===== src/rtl/lcd1602_bus_monitor.sv =====
// Receive-side model of the HD44780 write bus: decodes E-falling-edge transfers into a
// 32-cell DDRAM shadow plus cursor, display and function-set state.
module lcd1602_bus_monitor #(
  parameter int          MIN_E_HIGH = 2,
  parameter logic [7:0]  FILL_CHAR  = 8'h20
) (
  input  logic       clk,
  input  logic       rst,
  input  logic       lcd_rs,
  input  logic       lcd_rw,
  input  logic       lcd_e,
  input  logic [7:0] lcd_data,
  input  logic [4:0] rd_addr,
  output logic [7:0] rd_char,
  output logic [4:0] cursor,
  output logic       disp_on,
  output logic       func_8bit,
  output logic       two_line,
  output logic       busy,
  output logic       wr_strobe,
  output logic       wr_is_data,
  output logic [7:0] wr_byte,
  output logic [7:0] err_count
);

  localparam int CW = $clog2(MIN_E_HIGH + 1);

  typedef enum logic {ST_IDLE, ST_CLEAR} state_t;

  // Bus handshake: RS/RW/DATA must be stable while E is high; a transfer is taken on the
  // falling edge of the synchronised E if E stayed high for at least MIN_E_HIGH cycles.
  logic [10:0]   sync1_q, sync1_d, sync2_q, sync2_d;
  logic          e_prev_q, e_prev_d;
  logic [CW-1:0] ecnt_q, ecnt_d;
  state_t        state_q, state_d;
  logic [4:0]    clr_idx_q, clr_idx_d;
  logic [4:0]    cursor_q, cursor_d;
  logic          inc_q, inc_d;
  logic          disp_q, disp_d;
  logic          f8_q, f8_d;
  logic          two_q, two_d;
  logic          strobe_q, strobe_d;
  logic          is_data_q, is_data_d;
  logic [7:0]    byte_q, byte_d;
  logic [7:0]    err_q, err_d;
  logic [7:0]    rd_char_q, rd_char_d;
  logic [7:0]    shadow_q [32];

  logic          e_s, rs_s, rw_s, fall, wide_ok, err_inc;
  logic [7:0]    d_s;
  logic          mem_we;
  logic [4:0]    mem_addr;
  logic [7:0]    mem_wdata;

  always_comb begin
    sync1_d   = {lcd_rs, lcd_rw, lcd_e, lcd_data};
    sync2_d   = sync1_q;
    rs_s      = sync2_q[10];
    rw_s      = sync2_q[9];
    e_s       = sync2_q[8];
    d_s       = sync2_q[7:0];
    e_prev_d  = e_s;
    fall      = e_prev_q & ~e_s;
    wide_ok   = (ecnt_q >= CW'(MIN_E_HIGH));
    rd_char_d = shadow_q[rd_addr];

    if (!e_s)                             ecnt_d = '0;
    else if (ecnt_q == CW'(MIN_E_HIGH))   ecnt_d = ecnt_q;
    else                                  ecnt_d = ecnt_q + 1'b1;

    state_d   = state_q;
    clr_idx_d = clr_idx_q;
    cursor_d  = cursor_q;
    inc_d     = inc_q;
    disp_d    = disp_q;
    f8_d      = f8_q;
    two_d     = two_q;
    strobe_d  = 1'b0;
    is_data_d = is_data_q;
    byte_d    = byte_q;
    err_inc   = 1'b0;
    mem_we    = 1'b0;
    mem_addr  = clr_idx_q;
    mem_wdata = FILL_CHAR;

    if (state_q == ST_CLEAR) begin
      mem_we    = 1'b1;
      clr_idx_d = clr_idx_q + 5'd1;
      if (clr_idx_q == 5'd31) state_d = ST_IDLE;
    end

    if (fall) begin
      if (!wide_ok || rw_s || state_q == ST_CLEAR) begin
        err_inc = 1'b1;
      end else begin
        strobe_d  = 1'b1;
        is_data_d = rs_s;
        byte_d    = d_s;
        if (rs_s) begin
          mem_we    = 1'b1;
          mem_addr  = cursor_q;
          mem_wdata = d_s;
          cursor_d  = inc_q ? cursor_q + 5'd1 : cursor_q - 5'd1;
        end else begin
          // Instruction class is set by the highest '1' bit of the byte.
          casez (d_s)
            8'b1???????: begin
              if (d_s[6:4] == 3'b000)      cursor_d = {1'b0, d_s[3:0]};
              else if (d_s[6:4] == 3'b100) cursor_d = {1'b1, d_s[3:0]};
              else                         err_inc  = 1'b1;
            end
            8'b001?????: begin
              f8_d  = d_s[4];
              two_d = d_s[3];
            end
            8'b00001???: disp_d = d_s[2];
            8'b000001??: inc_d  = d_s[1];
            8'b0000001?: cursor_d = 5'd0;
            8'b00000001: begin
              cursor_d  = 5'd0;
              inc_d     = 1'b1;
              state_d   = ST_CLEAR;
              clr_idx_d = 5'd0;
            end
            default: ;
          endcase
        end
      end
    end

    err_d = (err_inc && err_q != 8'hFF) ? err_q + 8'd1 : err_q;
  end

  always_ff @(posedge clk) begin
    if (rst) begin
      sync1_q   <= '0;
      sync2_q   <= '0;
      e_prev_q  <= 1'b0;
      ecnt_q    <= '0;
      state_q   <= ST_CLEAR;
      clr_idx_q <= 5'd0;
      cursor_q  <= 5'd0;
      inc_q     <= 1'b1;
      disp_q    <= 1'b0;
      f8_q      <= 1'b1;
      two_q     <= 1'b0;
      strobe_q  <= 1'b0;
      is_data_q <= 1'b0;
      byte_q    <= 8'd0;
      err_q     <= 8'd0;
      rd_char_q <= 8'd0;
    end else begin
      sync1_q   <= sync1_d;
      sync2_q   <= sync2_d;
      e_prev_q  <= e_prev_d;
      ecnt_q    <= ecnt_d;
      state_q   <= state_d;
      clr_idx_q <= clr_idx_d;
      cursor_q  <= cursor_d;
      inc_q     <= inc_d;
      disp_q    <= disp_d;
      f8_q      <= f8_d;
      two_q     <= two_d;
      strobe_q  <= strobe_d;
      is_data_q <= is_data_d;
      byte_q    <= byte_d;
      err_q     <= err_d;
      rd_char_q <= rd_char_d;
    end
  end

  always_ff @(posedge clk) begin
    if (!rst && mem_we) shadow_q[mem_addr] <= mem_wdata;
  end

  assign rd_char    = rd_char_q;
  assign cursor     = cursor_q;
  assign disp_on    = disp_q;
  assign func_8bit  = f8_q;
  assign two_line   = two_q;
  assign busy       = (state_q == ST_CLEAR);
  assign wr_strobe  = strobe_q;
  assign wr_is_data = is_data_q;
  assign wr_byte    = byte_q;
  assign err_count  = err_q;

endmodule


===== config.mk =====
export PLATFORM = sky130hd
export DESIGN_NAME = lcd1602_bus_monitor
export DESIGN_NICKNAME = d
export VERILOG_FILES = /design/src/rtl/lcd1602_bus_monitor.sv
export SDC_FILE = /design/constraint.sdc
export NUM_CORES = 1
export LEC_CHECK = 0
export CELL_PAD_IN_SITES_DETAIL_PLACEMENT = 1
export CELL_PAD_IN_SITES_GLOBAL_PLACEMENT = 1
export CORE_ASPECT_RATIO = 1.25
export CORE_MARGIN = 4
export CORE_UTILIZATION = 30
export CTS_BUF_LIST = sky130_fd_sc_hd__clkbuf_4
export CTS_CLUSTER_SIZE = 30
export DETAILED_ROUTE_END_ITERATION = 10
export PLACE_DENSITY = 0.51
export SYNTH_ARGS = -nofsm -noshare
export SYNTH_HDL_FRONTEND = slang
export SYNTH_SLANG_ARGS = --single-unit

===== constraint.sdc =====
create_clock -name clk -period 2.2 [get_ports clk]
set_input_delay 0.33 -clock clk [delete_from_list [all_inputs] [get_ports clk]]
set_output_delay 0.33 -clock clk [all_outputs]
set_load 0.02 [all_outputs]

---- After elaboration in Yosys (flattened, before gate mapping) ----
Memory sizes are Yosys's and may differ from the RTL's. A register that Yosys moved wholly into a read port is not among the register bits.
Index checks and enable logic that the tools add are counted.
storage, ports and cells
  bits in writable memories ............... 256
  memories ................................ 1
  output and inout port bits .............. 35
  memory bits (read-only) ................. 0
  bits of input ports ..................... 18
  word-level logic and storage cells ...... 90
  bits in registers ....................... 58
  latch bits .............................. 0
memories
  name      words  bits a word  read ports  clocked after memory_dff  wr ports  RTL line  text
  shadow_q  32     8            1           1                         1         47        logic [7:0] shadow_q [32];
cells by class
  divide/modulo/power cells ............... 0
  add/sub/neg operators ................... 5
  order comparisons ....................... 1
  multiplexer cells ....................... 36
  shift-type cells ........................ 0
  equality and inequality tests ........... 10
  reduce and logical (&&, ||, !) cells .... 17
  multipliers ............................. 0
  bitwise operators ....................... 5
operators with widths
  operator                                                            count
  5-bit two-way mux                                                   12
  8-bit two-way mux                                                   3
  1-bit two-way mux                                                   19
  4-bit AND reduction                                                 4
  5-bit by 1-bit adder with 5-bit output, second input constant       2
  5-bit case mux with 2 select lines                                  1
  8-bit by 1-bit adder with 8-bit output, second input constant       1
  8-bit by 1-bit == test with 1-bit output, second input constant     1
  8-bit != test, second input constant                                1
  7-bit by 1-bit == test with 1-bit output, second input constant     1
  6-bit by 1-bit == test with 1-bit output, second input constant     1
  2-bit OR reduction                                                  3
  5-bit by 1-bit == test with 1-bit output, second input constant     1
  5-bit == test, second input constant                                1
  5-bit by 1-bit subtractor with 5-bit output, second input constant  1
  4-bit by 1-bit != test with 1-bit output, second input constant     1
  1-bit inverter                                                      4
  3-bit by 1-bit == test with 1-bit output, second input constant     1
  3-bit == test, second input constant                                1
  3-bit logical NOT                                                   1
  3-bit nonzero test                                                  1
  2-bit by 1-bit adder with 2-bit output, second input constant       1
  2-bit == test, second input constant                                1
  2-bit greater-or-equal comparator, second input constant            1
  other kinds (7)                                                     10

---- Longest topological paths before layout ----
Gate-level depths: netlist of the first run.
  word-level depth ........................ 9
  gate-level depth with buffers ........... 8
  mapped depth without buffers ............ 7

---- Worst setup path before layout of the first run ----
OpenSTA, ideal clock, no wires.
  path kind ............................... register to register
  start ................................... reg ecnt_q[0]
  end ..................................... mem shadow_q[29][0], enable pin
  data arrival time ....................... 2014 ps
  setup slack ............................. -184 ps
  stages on the path, launching flop included .. 9
  clock period less this slack ............ 2384 ps
  library setup time ...................... 370 ps
  path buffers ............................ 1
  data required time ...................... 1830 ps
  cells stage by stage .................... dfxtp_1 inv_1 ha_1 or2_4 nand4_4 mux2i_1 or3b_1 buf_2 nor2_1
on the way
  word-level cells in the longest chain between the ends .. 9
  elaborated cells on any way between the ends .. 11
  those cells by class .................... 1 x order compare; 6 x mux; 4 x reduce/logical
RTL lines
  what                                     RTL line  text
  start, declared                          34        logic [CW-1:0] ecnt_q, ecnt_d;
  start signal, assigned                   156       ecnt_q <= ecnt_d;
  2-bit greater-or-equal comparator *      64        wide_ok = (ecnt_q >= CW'(MIN_E_HIGH));
  1-bit logical NOT *                      93        if (!wide_ok || rw_s || state_q == ST_CLEAR) begin
  1-bit logical OR * (2 in a row)          93
  1-bit two-way mux                        93
  1-bit two-way mux                        92        if (fall) begin
  1-bit logical AND                        173       if (!rst && mem_we) shadow_q[mem_addr] <= mem_wdata;
  1-bit two-way mux                        173
  1-bit two-way mux (not written as such)  173
  end, declared                            47
Mark *: on every way between the ends. The rest lies on a longest branch, timed or not.

---- Final worst setup path of the first run ----
  start ................................... reg ecnt_q[1]
  end ..................................... mem shadow_q[5][3], enable pin
Same word-level chain as after synthesis.

==> flow_summary.yaml, run 1 <==
route:
  ant_nets: 0
  vias: 7181
  routedWlPerCell_um: 21.1
  first_iter_violations: 341
  first_pass_iters: 5
  wirelength_um: 32700
  via_per_inst: 4.64
  drcViolationCount: 0
synthesis:
  synth_edf_count: 256
  avgSynthCellArea_um2: 17.4
  syn_inst: 737
  ys_warn_count: 0
  synthArstFlopShare: 0
  synthFlopType: "edfxtp_1"
  yosys_register_bits: 322
  synth_cell_type_count: 62
  yosys.area.top_type: "edfxtp_1"
  seq_area_frac_synth: 0.704
  synth_area_leaders: "edfxtp_1 (60%), dfxtp_1 (10%), mux4_2 (8.4%)"
  synth_area_um2: 12800
  syn-num-nets: 763
  synth_top_area_frac: 0.601
worst_hold_path:
  hp-class: "in2reg"
  hold-path-cell-count: 2
setup_path:
  r2r_start: "ecnt_q[1]"
  worst_setup_path_start_kind: "flip-flop"
  path_cells: "ha_4 -> or2_4 -> nand4_4 -> mux2i_4 -> or3b_4 -> buf_6 -> nor2_4"
  worstSetupEndpointType: "flip-flop"
  crit_arrival_ns: 2.59
  path_max_fanout: 8
  cp_slowest_stage_delay_ns: 0.43
  cp.required_ns: 2.58
  crit_type: "reg2reg"
  crit_start: "ecnt_q[1]"
  reg2reg_depth: 7
  slowest_stage: "or3b_4"
  r2r_end: "shadow_q[5][3]"
  critical_path.endpoint: "shadow_q[5][3]"
  reg2reg_slack_ns: -0.01
place:
  placed_cell_area_um2: 14800
  place.gp.congestion: 0.777
  port_buffers: 52
  hpwlAfterDp_um: 21900
clock_network:
  clock_path_buffers: 3
  cts_tree: "yes"
  clk_pin_slew_ns: 0.07
  cts_hold_buf: 0
  cts-buffers-inserted: 80
  insertion_delay_ns: 0.75
  cts_sinks: 322
  clockRootBuffer: "clkbuf_4"
  h-tree-depth: 3
layout:
  drive_gt1_frac: 0.341
  nNetsFinal: 947
  syn_to_final_growth_pct: 26.5
  layout_common_cells: "edfxtp_1 (256), clkbuf_4 (110), dfxtp_1 (63)"
  post-route-cell-area_um2: 16200
  final_common_cell: "edfxtp_1"
timing:
  fmax_ghz: 0.452
  hold_violations: 0
  clock_skew_ns: 0.0557
  setup_ws_ns: -0.0136
  rsz0062_at_grt: "yes"
  period_minus_slack_ns: 2.21
  holdWs_ns: 0.147
  worst_pin_slew_ns: 0.601
  slew_headroom: 0.598
  period_share: 1.01
  tns_ns: -0.0180
  setup_viol: 6
  drv_slew: 0
floorplan:
  start_util: 0.304
  die-height_um: 239
  die_area_um2: 46100
  placementRows: 84
  io_pins: 53
  fp.dieW_um: 193
  coreArea_um2: 42100
outcome:
  outcome: "finished, violations left"
  violations: "negative setup slack"
run:
  maxCapViolations: 0
power_and_ir_drop:
  vdd_drop_max_mv: 0.341
  leakage_nw: 5.65
  power_density_nw_per_um2: 738
global_routing:
  grt_usage: 0.145
  grt_first_pass_wirelength_um: 49500
  antenna_found_initial: 2
  grt_pass1_vias: 8159
  grt_max_degree: 47
  grt_overflow: 0
-- cell type report --
| cell class | instances | area [um^2] |
|---|---|---|
| multi-input combinational | 362 | 3860 |
| inverter | 14 | 52.6 |
| antenna | 3 | 7.51 |
| tap | 559 | 699 |
| timing repair buffer | 141 | 1550 |
| sequential | 322 | 9010 |
| fill | 4218 | 25900 |
| clock buffer | 110 | 826 |
| clock inverter | 36 | 186 |
-- through the flow --
| step | cells | total power, mW | utilization | setup WS, ns |
|---|---|---|---|---|
| global route | 1547 | 12.6 | 0.384 | -0.104 |
| detailed placement | 1385 | 7.20 | 0.351 | -0.264 |
| floorplan | 737 | 7.02 | - | -0.0772 |
| CTS | 1544 | 12.2 | 0.383 | -0.0367 |
| global placement | 1385 | 7.19 | 0.351 | -0.189 |
| finish | 1547 | 12.0 | 0.384 | -0.0136 |
-- what timing repair did --
action                                  CTS  global route
hold endpoints to repair                  0             0
endpoints found under the setup margin  266           240
setup buffers                            13             0
pin swaps                                16            17
gates resized for setup                  44            14
-- Yosys cell counts, drive strengths merged, types with 2 or more instances --
master / count
xnor2: 4
and4b: 2
nor2: 60
a221o: 8
a211oi: 3
o221ai: 3
nor3: 5
inv: 14
and2: 7
dfxtp: 66
or3: 2
clkbuf: 12
nor2b: 27
mux2: 8
nor4: 2
a21oi: 24
or2: 2
nor3b: 3
nand3: 8
nand2: 34
a31oi: 10
a21o: 2
or3b: 2
or4: 4
nand2b: 2
and3: 3
a41oi: 3
o21ai: 4
nand4: 5
mux2i: 28
edfxtp: 256
mux4: 64
o211a: 3
o31ai: 5
xor2: 4
ha: 7
a22oi: 6
buf: 26
-- flip-flops by register name, indices dropped and copies added, names as in the netlist, 2 cells and up --
register,count
clr_idx_q,5
cursor,5
ecnt_q,2
err_count,8
rd_char,8
shadow_q,256
sync1_q,11
sync2_q,11
wr_byte,8
-- worst min-delay path by stage --
stage,to,slack (ns),start
global route,sync1_q[4],0.07,lcd_data[4]
CTS,sync1_q[1],0.05,lcd_data[1]
finish,sync1_q[1],0.15,lcd_data[1]
global placement,sync2_q[3],0.43,sync1_q[3]
floorplan,sync2_q[0],0.41,sync1_q[0]
detailed placement,sync2_q[2],0.43,sync1_q[2]
-- layer usage --
layer	up-vias	global-route usage	part of all wire
li1	3334	-	-
met1	3666	0.165	0.40
met2	140	0.266	0.55
met3	41	0.0318	0.036
met4	0	0.0491	0.016
met5	-	0	0
-- where the power goes --
part	internal, mW	leakage (nW)	switching, mW
Combinational	0.235	2.08	0.272
Clock	2.47	0.587	2.41
Sequential	6.54	2.98	0.0365
-- logic make-up (layout without fill, tap and decap cells) --
kind of cell             count (synthesis)  in the layout  synth area share
multiplexers                           100            100             0.146
XOR/XNOR                                 8              8           0.00547
AND/OR/NAND/NOR                        171            171            0.0693
adder cells (fa/ha/maj)                  8              8           0.00841
AO/OA/AOI/OAI                           75             75            0.0409
flip-flops                             322            322             0.704
buffers and inverters                   53            301            0.0260
other                                    0              3                 0
-- worst max-delay path: cells and delay by family (launching register included) --
kind | cells | cell delay (ns)
AND/OR/NAND/NOR | 4 | 0.94
flip-flops | 1 | 0.36
multiplexers | 1 | 0.26
buffers and inverters | 1 | 0.16
adder cells (fa/ha/maj) | 1 | 0.13
Power figures use the tool's default switching activity.
==> run 2, diff against run 1 <==
==> config.mk (replaced) <==
export PLATFORM = sky130hd
export DESIGN_NAME = lcd1602_bus_monitor
export DESIGN_NICKNAME = d
export VERILOG_FILES = /design/src/rtl/lcd1602_bus_monitor.sv
export SDC_FILE = /design/constraint.sdc
export NUM_CORES = 1
export LEC_CHECK = 0
export CAP_MARGIN = 30
export CORE_ASPECT_RATIO = 1.25
export CORE_MARGIN = 4
export CORE_UTILIZATION = 30
export CTS_BUF_LIST = sky130_fd_sc_hd__clkbuf_4
export CTS_CLUSTER_SIZE = 30
export DETAILED_ROUTE_END_ITERATION = 10
export PLACE_DENSITY = 0.46
export SYNTH_ARGS = -nofsm -noshare
export SYNTH_HDL_FRONTEND = slang
export SYNTH_SLANG_ARGS = --single-unit
==> constraint.sdc (replaced) <==
create_clock -name clk -period 2 [get_ports clk]
set_input_delay 0.3 -clock clk [delete_from_list [all_inputs] [get_ports clk]]
set_output_delay 0.3 -clock clk [all_outputs]
set_load 0.02 [all_outputs]
==> run 2 against run 1 <==
  * The flow still finishes with violations (negative setup slack)
  * Worst hold slack worse by 0.048 ns
  * Register-to-register slack worse by 0.13 ns
  * Via count up 1.0%
  * Power grew 11%
==> flow_summary.yaml, run 2 (synthesis results as in run 1) <==
power_and_ir_drop:
  pwr-share-clk: 0.416
  netSwitchingFraction: 0.225
  p_sw_mw: 3.00
  power_density_nw_per_um2: 824
  p_int_mw: 10.3
  p_seq_frac: 0.542
  combPwrFrac: 0.043
  leakage_nw: 5.75
  vdd_drop_max_mv: 0.349
timing:
  rsz0062_at_grt: "yes"
  setup_ws_ns: -0.147
  fmax_ghz: 0.466
  setup_viol: 250
  period_minus_slack_ns: 2.15
  holdWs_ns: 0.0995
  slew_headroom: 0.585
  worst_pin_slew_ns: 0.623
  period_share: 1.07
  clock_skew_ns: 0.0284
  drv_slew: 0
  hold_violations: 0
  tns_ns: -29.72
layout:
  syn_to_final_growth_pct: 26.4
  final_common_cell: "edfxtp_1"
  regMostFlops: "shadow_q"
  fin_util: 0.384
  multi_input_area_um2: 3870
  register_area_um2: 9020
  largest_registers: "shadow_q: 256 flops, sync1_q: 11 flops, sync2_q: 11 flops"
  nNetsFinal: 956
  post-route-cell-area_um2: 16200
  largest_reg_flops: 256
  drive_gt1_frac: 0.356
  nFillCells: 3906
  layout_common_cells: "edfxtp_1 (256), clkbuf_4 (120), buf_4 (66)"
global_routing:
  grt_max_degree: 47
  grt_first_pass_wirelength_um: 47800
  grt_pass1_vias: 7742
  antenna_found_initial: 1
  grt_overflow: 0
  grt_usage: 0.142
route:
  wirelength_um: 31900
  first_iter_violations: 389
  routedWlPerCell_um: 20.6
  first_pass_iters: 4
  via_per_inst: 4.68
  drcViolationCount: 0
  vias: 7256
  ant_nets: 0
setup_path:
  crit_type: "reg2reg"
  path_max_fanout: 8
  reg2reg_depth: 9
  crit_arrival_ns: 2.58
  worstSetupEndpointType: "flip-flop"
  worst_setup_path_start_kind: "flip-flop"
  cp.required_ns: 2.43
  reg2reg_slack_ns: -0.15
floorplan:
  io_pins: 53
  start_util: 0.304
  coreArea_um2: 42100
  die_area_um2: 46100
  placementRows: 84
  die-height_um: 239
  fp.dieW_um: 193
place:
  place.gp.congestion: 0.744
  placed_cell_area_um2: 15000
  dp_slack_ns: -0.272
  hpwlAfterDp_um: 20600
  port_buffers: 52
worst_hold_path:
  hp-class: "in2reg"
  hold-path-cell-count: 2
clock_network:
  clock_path_buffers: 3
  insertion_delay_ns: 0.77
  cts_tree: "yes"
  cts_sinks: 322
  h-tree-depth: 3
  clk_pin_slew_ns: 0.07
  cts-buffers-inserted: 83
  clockRootBuffer: "clkbuf_4"
run:
  maxCapViolations: 0
outcome:
  violations: "negative setup slack"
  outcome: "finished, violations left"
-- run 2: cell count changes in the layout (fill, tap and decap cells not counted), sizes merged, moves of 3 or more --
cell / previous run / this run
dlygate4sd3: 0 / 3
clkdlybuf4s15: 0 / 6
clkinv: 29 / 23
dlygate4sd2: 10 / 29
clkdlybuf4s50: 37 / 13
clkbuf: 110 / 120
-- run 2: worst paths after layout --
kind,to,start
worst min-delay path,sync1_q[6],lcd_data[6]
worst max-delay path,shadow_q[8][2],ecnt_q[0]
worst max register to register,shadow_q[8][2],ecnt_q[0]
worst min register to register,sync2_q[3],sync1_q[3]
-- run 2: cell type report --
cell class / count / area share
antenna: 1 / 0.000155
clock buffer: 120 / 0.0557
clock inverter: 27 / 0.00850
inverter: 14 / 0.00325
multi-input combinational: 363 / 0.239
sequential: 322 / 0.558
tap: 559 / 0.0432
timing repair buffer: 146 / 0.0925
-- run 2: repair_timing --
action                                  in CTS  in global routing
gates cloned                                 0                  1
endpoints found under the hold margin        3                  0
setup buffers                                7                  7
resized for setup                           64                  5
endpoints found under the setup margin     293                267
pin swaps                                   15                  4
hold buffers                                 3                  0
-- run 2: power by group through the flow --
stage               sequential, mW  combinational (mW)  clock, mW
finish                        7.22               0.571       5.54
global route                  7.22               0.613       6.16
CTS                           7.22               0.586       5.79
detailed placement            7.37               0.575          0
global placement              7.37               0.571          0
floorplan                     7.37               0.354          0
-- run 2: critical path, cell delays in order (launching register included) --
cell and delay, ns:
dfxtp_2 0.33, inv_2 0.04, ha_4 0.14, or2_4 0.25
nand4_4 0.13, mux2i_4 0.29, buf_6 0.15, nand3_4 0.07
buf_12 0.18, nor2_4 0.23
-- run 2: per-layer routing --
layer | track usage | share of wire | up-vias | routed length (um)
li1 | - | - | 3365 | -
met1 | 0.168 | 0.40 | 3651 | 12900
met2 | 0.245 | 0.52 | 185 | 16700
met3 | 0.0355 | 0.048 | 55 | 1530
met4 | 0.0605 | 0.025 | 0 | 788
met5 | 0 | 0 | - | 0
-- run 2: metrics by stage --
step,total power [mW],std cells
global placement,7.94,1391
detailed placement,7.95,1391
global route,14.0,1552
floorplan,7.73,737
CTS,13.6,1546
finish,13.3,1552
